--- config.mk ---
export PLATFORM = sky130hd
export DESIGN_NAME = ovf_exception_unit
export DESIGN_NICKNAME = d
export VERILOG_FILES = /design/src/rtl/ovf_exception_unit.sv
export SDC_FILE = /design/constraint.sdc
export NUM_CORES = 1
export LEC_CHECK = 0
export BUFFER_PORTS_ARGS = -buffer_cell sky130_fd_sc_hd__buf_2
export CAP_MARGIN = 40
export CELL_PAD_IN_SITES_DETAIL_PLACEMENT = 1
export CELL_PAD_IN_SITES_GLOBAL_PLACEMENT = 1
export CORE_ASPECT_RATIO = 0.7
export CORE_MARGIN = 1.5
export CORE_UTILIZATION = 39
export DETAILED_ROUTE_END_ITERATION = 8
export PLACE_DENSITY_LB_ADDON = 0.1
export SLEW_MARGIN = 20
export SYNTH_ARGS = -nofsm -noshare
export SYNTH_HDL_FRONTEND = slang
export SYNTH_SLANG_ARGS = --single-unit
--- constraint.sdc ---
create_clock -name clk -period 6.9 [get_ports clk]
set_input_delay 1.38 -clock clk [delete_from_list [all_inputs] [get_ports clk]]
set_output_delay 1.38 -clock clk [all_outputs]
set_load 0.1 [all_outputs]
--- src/rtl/ovf_exception_unit.sv ---
// Arithmetic-overflow exception controller: kills the faulting EX instruction,
// captures EPC/Cause, redirects fetch to the handler, and sequences ERET.
//
// state   | meaning
// IDLE    | normal execution, overflow traps armed
// TRAP    | one-cycle flush + redirect to HANDLER_ADDR
// HANDLER | handler running, overflow traps masked
// RETURN  | one-cycle flush + redirect to epc
module ovf_exception_unit #(
  parameter logic [31:0] HANDLER_ADDR = 32'h8000_0180,
  parameter logic [4:0]  EXC_CODE_OV  = 5'd12
) (
  input  logic        clk,
  input  logic        reset,
  input  logic        overflow,
  input  logic        ex_valid,
  input  logic        ex_ovf_en,
  input  logic        ex_eret,
  input  logic [31:0] ex_pc,
  input  logic        stall,
  output logic        ex_kill,
  output logic        flush,
  output logic        redirect_valid,
  output logic [31:0] redirect_pc,
  output logic [31:0] epc,
  output logic [31:0] cause,
  output logic        in_handler,
  output logic [7:0]  ovf_count
);

  typedef enum logic [1:0] {IDLE, TRAP, HANDLER, RETURN} state_t;

  state_t      state, state_nxt;
  logic        trap, ret;
  logic        pulse_nxt;
  logic [31:0] rpc_nxt;

  assign trap       = overflow & ex_valid & ex_ovf_en & ~stall & (state == IDLE);
  assign ret        = ex_eret & ex_valid & ~stall & (state == HANDLER);
  assign ex_kill    = trap;
  assign in_handler = (state == HANDLER);

  always_comb begin
    state_nxt = state;
    pulse_nxt = 1'b0;
    rpc_nxt   = redirect_pc;
    case (state)
      IDLE:    if (trap) state_nxt = TRAP;
      TRAP:    state_nxt = HANDLER;
      HANDLER: if (ret) state_nxt = RETURN;
      RETURN:  state_nxt = IDLE;
      default: state_nxt = IDLE;
    endcase
    // flush/redirect are registered copies of entering TRAP or RETURN
    if (state_nxt == TRAP) begin
      pulse_nxt = 1'b1;
      rpc_nxt   = HANDLER_ADDR;
    end else if (state_nxt == RETURN) begin
      pulse_nxt = 1'b1;
      rpc_nxt   = epc;
    end
  end

  always_ff @(posedge clk or posedge reset) begin
    if (reset) begin
      state          <= IDLE;
      flush          <= 1'b0;
      redirect_valid <= 1'b0;
      redirect_pc    <= 32'h0;
      epc            <= 32'h0;
      cause          <= 32'h0;
      ovf_count      <= 8'h0;
    end else begin
      state          <= state_nxt;
      flush          <= pulse_nxt;
      redirect_valid <= pulse_nxt;
      redirect_pc    <= rpc_nxt;
      if (trap) begin
        epc   <= ex_pc;
        cause <= {25'b0, EXC_CODE_OV, 2'b00};
        if (ovf_count != 8'hFF) ovf_count <= ovf_count + 8'h1;
      end
    end
  end

endmodule

==> flow_metrics.py, run 1 <==
metrics = {
    "setup_path": {
        "critPathArrivalTime_ns": 2.72,
        "path_class": "input port to primary output",
        "cpMostUsedCell": "buf_2",
        "cp-start-kind": "input port",
        "worstPathMaxFanout": 42,
        "end_kind": "primary output",
        "ff2ff_setup_slack_ns": 4.47,
        "slowest_delay_ns": 0.53,
        "path_cells": "buf_2 > nand2b_4 > nor2_4 > buf_4 > buf_2",
        "cp_slowest_cell": "buf_2",
        "required_ns": 5.52,
    },
    "synthesis": {
        "seq_area_frac_synth_pct": 55.2,
        "ys_top_cells_by_count": "dfrtp_1, mux2_2, inv_1",
        "syn_inst": 285,
        "netlist-cell-type-count": 28,
        "ys_ff_latch": 76,
        "synth_area_mm2": 0.00345,
        "synthArstFlopShare_pct": 100,
        "yosysMostFrequentCell": "dfrtp_1",
        "synth-warning-count": 0,
        "syn_avg_cell_area_um2": 12.1,
        "yosys.area.top_type": "dfrtp_1",
        "synth_top_area_share_pct": 55.2,
        "synth-main-ff-cell": "dfrtp_1",
        "synth_edf_count": 0,
        "synthTopCellsByArea": "dfrtp_1, mux2_2, mux2i_1",
    },
    "hold_path": {
        "hold_class": "flip-flop to flip-flop",
    },
    "timing": {
        "slew_headroom_pct": 62.8,
        "slew_viol_final": 0,
        "final.setup_skew_ns": 0.00497,
        "min_period_ns": 4.10,
        "timing.hold.ws_ns": 0.495,
        "fmax_ghz": 0.244,
        "rsz0062_at_grt": "no",
        "worstMarginPinSlew_ns": 0.558,
        "setup_viol": 0,
        "tns_ns": 0,
        "fin_crit_sh_pct": 59.4,
        "hold_viol": 0,
    },
    "clocking": {
        "cts_buffers": 9,
        "cts_buffer_depth": 2,
        "cts_tree": "yes",
        "cts-htree-levels": 3,
        "root_buffer": "clkbuf_16",
        "path_clk_slew_ns": 0.05,
        "worstSkewPairLatency_ns": 0.33,
        "post_cts_resized": 0,
        "cts_hold_buffers": 0,
        "cts.sink_count": 76,
        "post-cts-setup-buffers": 0,
    },
    "global_routing": {
        "grt_usage_pct": 16.4,
        "grt_pass1_vias": 2292,
        "grt_remaining_overflow": 0,
        "antenna_found_initial": 0,
        "grt_pass1_wl_mm": 11.7,
        "grt_max_degree": 48,
    },
    "routing": {
        "routedWlPerCell_um": 14.2,
        "drt-pass1-iter-count": 4,
        "postRouteAntennaNets": 0,
        "vias_per_cell": 4.42,
        "vias": 2331,
        "wl_mm": 7.48,
        "drt_iter0_markers": 71,
        "drc_errors": 0,
    },
    "die": {
        "die_y_um": 81.7,
        "dieArea_mm2": 0.00942,
        "die_x_um": 115,
        "start_util_pct": 40.5,
        "row_count": 28,
        "core_area_mm2": 0.00851,
        "io_pins": 147,
    },
    "job": {
        "drv_cap": 0,
    },
    "layout": {
        "nFillCells": 990,
        "drive_gt1_share_pct": 43.2,
        "regArea_mm2": 0.00190,
        "multi_input_area_mm2": 0.00121,
        "n_antenna_cell": 0,
        "nNetsFinal": 446,
        "area_growth_pct": 24.6,
    },
    "outcome": {
        "status": "completed",
    },
    "place": {
        "port_buffers": 116,
        "gp_congestion": 0.732,
        "detailedPlacementHpwl_mm": 5.35,
    },
}
## routing by layer
metal / part of all wire (%) / wire length, um / global-route usage (%)
met5: 0 / 0 / 0
met4: 1.1 / 85 / 4.81
met3: 6.1 / 454 / 5.39
met2: 49 / 3640 / 27.3
met1: 44 / 3290 / 20.7
## path summary, 6_finish.rpt
path,start,depth (start not counted),endpoint
setup / recovery,stall,5,ex_kill
hold / removal,cause[4]$_DFFE_PP0P_,1,cause[4]$_DFFE_PP0P_
setup reg to reg,state[0]$_DFF_PP0_,7,redirect_pc[31]$_DFFE_PP0P_
hold reg to reg,cause[4]$_DFFE_PP0P_,1,cause[4]$_DFFE_PP0P_
max in group asynchronous,reset,4,redirect_pc[24]$_DFFE_PP0P_
min in group asynchronous,reset,3,ovf_count[1]$_DFFE_PP0P_
## kinds of logic after synthesis
family | count (synthesis) | synth area share, %
adder cells (fa/ha/maj) | 4 | 1.45
multiplexers | 66 | 20.5
buffers and inverters | 76 | 13.1
XOR/XNOR | 5 | 1.27
AO/OA/AOI/OAI | 5 | 1.12
flip-flops | 76 | 55.2
AND/OR/NAND/NOR | 52 | 7.26
other | 1 | 0.109
## registers in the layout (all words and copies together), names as in the netlist
| signal | cells |
|---|---|
| epc | 32 |
| redirect_pc | 32 |
| ovf_count | 8 |
| state | 2 |
| cause | 1 |
| redirect_valid | 1 |
## layout by cell type (no fill, tap or decap), drive strengths merged, types with 2 or more instances in the layout
master    n
nand2    32
mux2     37
inv      32
nand2b    5
nand4     3
clkbuf   13
xnor2     5
and4      2
and3      2
o32a      2
clkinv    3
dfrtp    76
buf     121
mux2i    29
conb     30
nor2      2
ha        4
nand3     2
## stage by stage
stage | setup slack, ns | cell area (um^2) | cells | util [%]
after floorplan | 3.28 | 3560 | 314 | -
after global placement | 2.79 | 4000 | 511 | 47.0
after detailed placement | 2.79 | 4030 | 512 | 47.3
after CTS | 2.78 | 4300 | 527 | 50.5
after global routing | 2.71 | 4300 | 527 | 50.5
final | 2.80 | 4300 | 527 | 50.5
## cell type report
| class | count | area share, % |
|---|---|---|
| sequential | 76 | 44.3 |
| multi-input combinational | 162 | 28.2 |
| timing repair buffer | 121 | 14.9 |
| clock buffer | 13 | 6.06 |
| tap | 120 | 3.49 |
| inverter | 33 | 2.91 |
| clock inverter | 2 | 0.233 |
## worst max-delay path: cells and delay by family
kind | cells | cell delay, ns
AND/OR/NAND/NOR | 2 | 0.24
buffers and inverters | 3 | 1.09
Power of run 1 is not shown: default switching activity piles up to over one toggle a cycle in this logic, so the estimate is an artifact.
==> run 2: changes to the inputs <==
--- a/config.mk
+++ b/config.mk
@@ -11,7 +11,7 @@
 export CELL_PAD_IN_SITES_GLOBAL_PLACEMENT = 1
 export CORE_ASPECT_RATIO = 0.7
 export CORE_MARGIN = 1.5
-export CORE_UTILIZATION = 39
+export CORE_UTILIZATION = 36
 export DETAILED_ROUTE_END_ITERATION = 8
 export PLACE_DENSITY_LB_ADDON = 0.1
 export SLEW_MARGIN = 20
==> constraint.sdc (replaced) <==
create_clock -name clk -period 4 [get_ports clk]
set_input_delay 0.8 -clock clk [delete_from_list [all_inputs] [get_ports clk]]
set_output_delay 0.8 -clock clk [all_outputs]
set_load 0.1 [all_outputs]
==> flow_metrics.py, run 2 (synthesized netlist as in run 1, its figures left out) <==
metrics = {
    "timing": {
        "fmax_ghz": 0.387,
        "setup_viol": 0,
        "timing.hold.ws_ns": 0.412,
        "hold_viol": 0,
        "tns_ns": 0,
        "rsz0062_at_grt": "no",
        "worstMarginPinSlew_ns": 0.531,
        "final.setup_skew_ns": 0.00466,
        "fin_crit_sh_pct": 64.6,
        "min_period_ns": 2.58,
        "slew_headroom_pct": 64.6,
        "slew_viol_final": 0,
    },
    "die": {
        "row_count": 29,
        "die_y_um": 84.9,
        "dieArea_mm2": 0.0102,
        "core_area_mm2": 0.00918,
        "die_x_um": 120,
        "io_pins": 147,
        "start_util_pct": 37.6,
    },
    "setup_path": {
        "slowest_delay_ns": 0.44,
        "cp-start-kind": "flip-flop",
        "worstPathMaxFanout": 3,
        "rr_worst_depth": 7,
        "path_cells": "inv_1 > ha_1 > nand3_1 > nor2_4 > buf_2",
        "end_kind": "primary output",
        "critPathArrivalTime_ns": 1.78,
        "ff2ff_setup_slack_ns": 1.67,
        "required_ns": 3.20,
        "path_class": "flip-flop to primary output",
        "cp_slowest_cell": "buf_2",
        "r2r-end": "redirect_pc[12]$_DFFE_PP0P_",
        "crit_start": "state[0]$_DFF_PP0_",
        "r2r-start": "state[0]$_DFF_PP0_",
    },
    "clocking": {
        "path_clk_slew_ns": 0.06,
        "cts-htree-levels": 3,
        "post-cts-setup-buffers": 0,
        "cts.sink_count": 76,
        "cts_hold_buffers": 0,
        "cts_tree": "yes",
        "post_cts_resized": 0,
        "root_buffer": "clkbuf_16",
        "worstSkewPairLatency_ns": 0.33,
        "cts_buffers": 9,
        "cts_buffer_depth": 2,
    },
    "layout": {
        "nNetsFinal": 446,
        "drive_gt1_share_pct": 43.2,
        "area_growth_pct": 24.5,
        "final_common_cell": "buf_2",
        "nFillCells": 1059,
        "largest_registers": "epc (32), redirect_pc (32), ovf_count (8)",
        "final_cell_mix": "buf_2, dfrtp_1, mux2_2, nand2_1, inv_1",
        "n_antenna_cell": 0,
    },
    "routing": {
        "vias_per_cell": 4.42,
        "routedWlPerCell_um": 14.3,
        "drc_errors": 0,
        "vias": 2347,
        "drt-pass1-iter-count": 4,
        "drt_iter0_markers": 43,
        "postRouteAntennaNets": 0,
        "wl_mm": 7.61,
    },
    "place": {
        "port_buffers": 116,
        "detailedPlacementHpwl_mm": 5.53,
        "gp_congestion": 0.725,
    },
    "global_routing": {
        "antenna_found_initial": 0,
        "grt_pass1_wl_mm": 12.3,
        "grt_max_degree": 42,
        "grt_usage_pct": 15.8,
        "grt_pass1_vias": 2381,
        "grt_remaining_overflow": 0,
    },
    "hold_path": {
        "hold_class": "input port to async pin",
    },
    "job": {
        "drv_cap": 0,
    },
    "outcome": {
        "status": "completed",
    },
}
## run 2: cell counts in the layout (fill, tap and decap cells not counted)
Identical to the previous run, type by type.
## run 2: cell type report
cell class / count / area (um^2) / share of cell area [%]
Sequential cell: 76 / 1900 / 44.3
Clock inverter: 2 / 10.0 / 0.233
Timing Repair Buffer: 121 / 631 / 14.7
Inverter: 33 / 125 / 2.91
Tap cell: 124 / 155 / 3.61
Clock buffer: 13 / 260 / 6.06
Multi-Input combinational cell: 162 / 1210 / 28.2
## run 2: per-stage QoR
step / worst slack [ns] / cells / instance area, um^2 / utilization (%)
floorplan: 1.26 / 314 / 3560 / -
global placement: 1.47 / 515 / 4000 / 43.6
detailed placement: 1.40 / 516 / 4020 / 43.8
CTS: 1.35 / 531 / 4290 / 46.8
global route: 1.35 / 531 / 4290 / 46.8
finish: 1.42 / 531 / 4290 / 46.8
## run 2: per-layer routing
layer	track usage (%)	vias up	share of wire (%)
met3	5.85	8	7.4
met5	0	-	0
met4	5.19	0	1.1
li1	-	1093	-
met2	25.0	85	47
met1	20.1	1161	44
## run 2: worst max path at each step
| stage | end | slack [ns] |
|---|---|---|
| 3_3_place_gp | redirect_pc[15]$_DFFE_PP0P_ | 1.47 |
| 6_report | ex_kill | 1.42 |
| 5_1_grt | ex_kill | 1.35 |
| 3_5_place_dp | redirect_pc[16]$_DFFE_PP0P_ | 1.40 |
| 2_1_floorplan | cause[4]$_DFFE_PP0P_ | 1.26 |
| 4_1_cts | ex_kill | 1.35 |
## run 2: worst max-delay path: cells and delay by family, from the launching register on
kind	cells	cell delay, ns
fa+ha+maj	1	0.18
flops	1	0.39
simple gates	2	0.33
buf+inv	2	0.55
Power of run 2 is left out for the same reason.
==> run 3: changes to the inputs <==
==> constraint.sdc (replaced) <==
create_clock -name clk -period 2.7 [get_ports clk]
set_input_delay 0.54 -clock clk [delete_from_list [all_inputs] [get_ports clk]]
set_output_delay 0.54 -clock clk [all_outputs]
set_load 0.1 [all_outputs]
==> flow_metrics.py, run 3 (synthesized netlist as in run 1, its figures left out) <==
metrics = {
    "die": {
        "start_util_pct": 37.6,
        "die_y_um": 84.9,
        "core_area_mm2": 0.00918,
        "row_count": 29,
        "die_x_um": 120,
        "io_pins": 147,
        "dieArea_mm2": 0.0102,
    },
    "global_routing": {
        "antenna_found_initial": 0,
        "grt_max_degree": 38,
        "grt_pass1_wl_mm": 12.4,
        "grt_usage_pct": 15.9,
        "grt_pass1_vias": 2418,
        "grt_remaining_overflow": 0,
    },
    "clocking": {
        "cts_hold_buffers": 0,
        "worstSkewPairLatency_ns": 0.32,
        "cts.sink_count": 76,
        "path_clk_slew_ns": 0.05,
        "cts_buffers": 9,
        "root_buffer": "clkbuf_16",
        "post-cts-setup-buffers": 0,
        "cts_buffer_depth": 2,
        "cts-htree-levels": 3,
        "cts_tree": "yes",
        "post_cts_resized": 0,
    },
    "layout": {
        "design_area_mm2": 0.00432,
        "drive_gt1_share_pct": 43.2,
        "largest_registers": "epc (32), redirect_pc (32), ovf_count (8)",
        "nFillCells": 1059,
        "final_cell_mix": "buf_2, dfrtp_1, mux2_2, nand2_1, inv_1",
        "final_common_cell": "buf_2",
        "area_growth_pct": 25.3,
        "nNetsFinal": 449,
        "n_antenna_cell": 0,
        "finalNonFillerCells": 531,
    },
    "routing": {
        "wl_mm": 7.83,
        "postRouteAntennaNets": 0,
        "vias": 2359,
        "drt-pass1-iter-count": 4,
        "drt_iter0_markers": 77,
        "drc_errors": 0,
        "vias_per_cell": 4.44,
        "routedWlPerCell_um": 14.7,
    },
    "hold_path": {
        "hold_class": "input port to async pin",
    },
    "setup_path": {
        "path_class": "flip-flop to primary output",
        "rr_worst_depth": 7,
        "critPathArrivalTime_ns": 1.78,
        "crit_start": "state[0]$_DFF_PP0_",
        "cp-start-kind": "flip-flop",
        "r2r-start": "state[0]$_DFF_PP0_",
        "required_ns": 2.16,
        "end_kind": "primary output",
        "worstPathMaxFanout": 17,
    },
    "timing": {
        "fmax_ghz": 0.431,
        "slew_headroom_pct": 56.3,
        "hold_viol": 0,
        "slew_viol_final": 0,
        "min_period_ns": 2.32,
        "fin_crit_sh_pct": 85.9,
        "final.setup_skew_ns": 0.00198,
        "setup_viol": 0,
        "tns_ns": 0,
        "worstMarginPinSlew_ns": 0.656,
        "rsz0062_at_grt": "no",
        "setup_ws_ns": 0.381,
    },
    "place": {
        "detailedPlacementHpwl_mm": 5.78,
        "dp_cells": 519,
        "place_area_mm2": 0.00407,
        "port_buffers": 116,
        "pre_cts_ws_ns": 0.582,
        "gp_congestion": 0.732,
    },
    "job": {
        "drv_cap": 0,
    },
    "outcome": {
        "status": "completed",
    },
}
[run 3: cell types whose count changed in the layout (fill, tap and decap cells not counted)]
cell      delta
buf_12       +2
buf_4        +2
clkinv_2     -2
buf_2        -1
clkbuf_8     -1
[run 3: final timing paths]
path                                                    to  slack [ns]
worst max-delay path                               ex_kill        0.38
worst min-delay path                   epc[10]$_DFFE_PP0P_        0.12
worst max register to register  redirect_pc[4]$_DFFE_PP0P_        0.60
worst min register to register        cause[4]$_DFFE_PP0P_        0.49
max in group asynchronous              epc[26]$_DFFE_PP0P_        1.93
min in group clk                       epc[15]$_DFFE_PP0P_        0.45
[run 3: area by class of cell]
| type | count | area (um^2) | area share [%] |
|---|---|---|---|
| clock buffers | 12 | 246 | 5.71 |
| repair buffers | 124 | 681 | 15.8 |
| inverters | 33 | 125 | 2.90 |
| flip-flops and latches | 76 | 1900 | 44.0 |
| well taps | 124 | 155 | 3.59 |
| multi-input cells | 162 | 1210 | 28.0 |
[run 3: layer usage]
metal	share of wire [%]	wire length (um)	GRT usage (%)
met1	46	3600	21.6
met3	7.3	574	5.17
met5	0	0	0
met2	46	3610	24.4
met4	0.69	54	4.87
[run 3: critical path: stages (launching register included)]
cell,delay (ns)
dfrtp_1,0.39
inv_1,0.11
ha_1,0.15
nand3_1,0.12
nor2_4,0.42
buf_12,0.24
[run 3: through the flow]
step	hold WS, ns	util (%)
after floorplan	0.517	-
after global routing	0.126	47.1
after detailed placement	0.474	44.4
after CTS	0.121	47.1
final	0.123	47.1
after global placement	0.471	44.4
Power of run 3 is left out for the same reason.
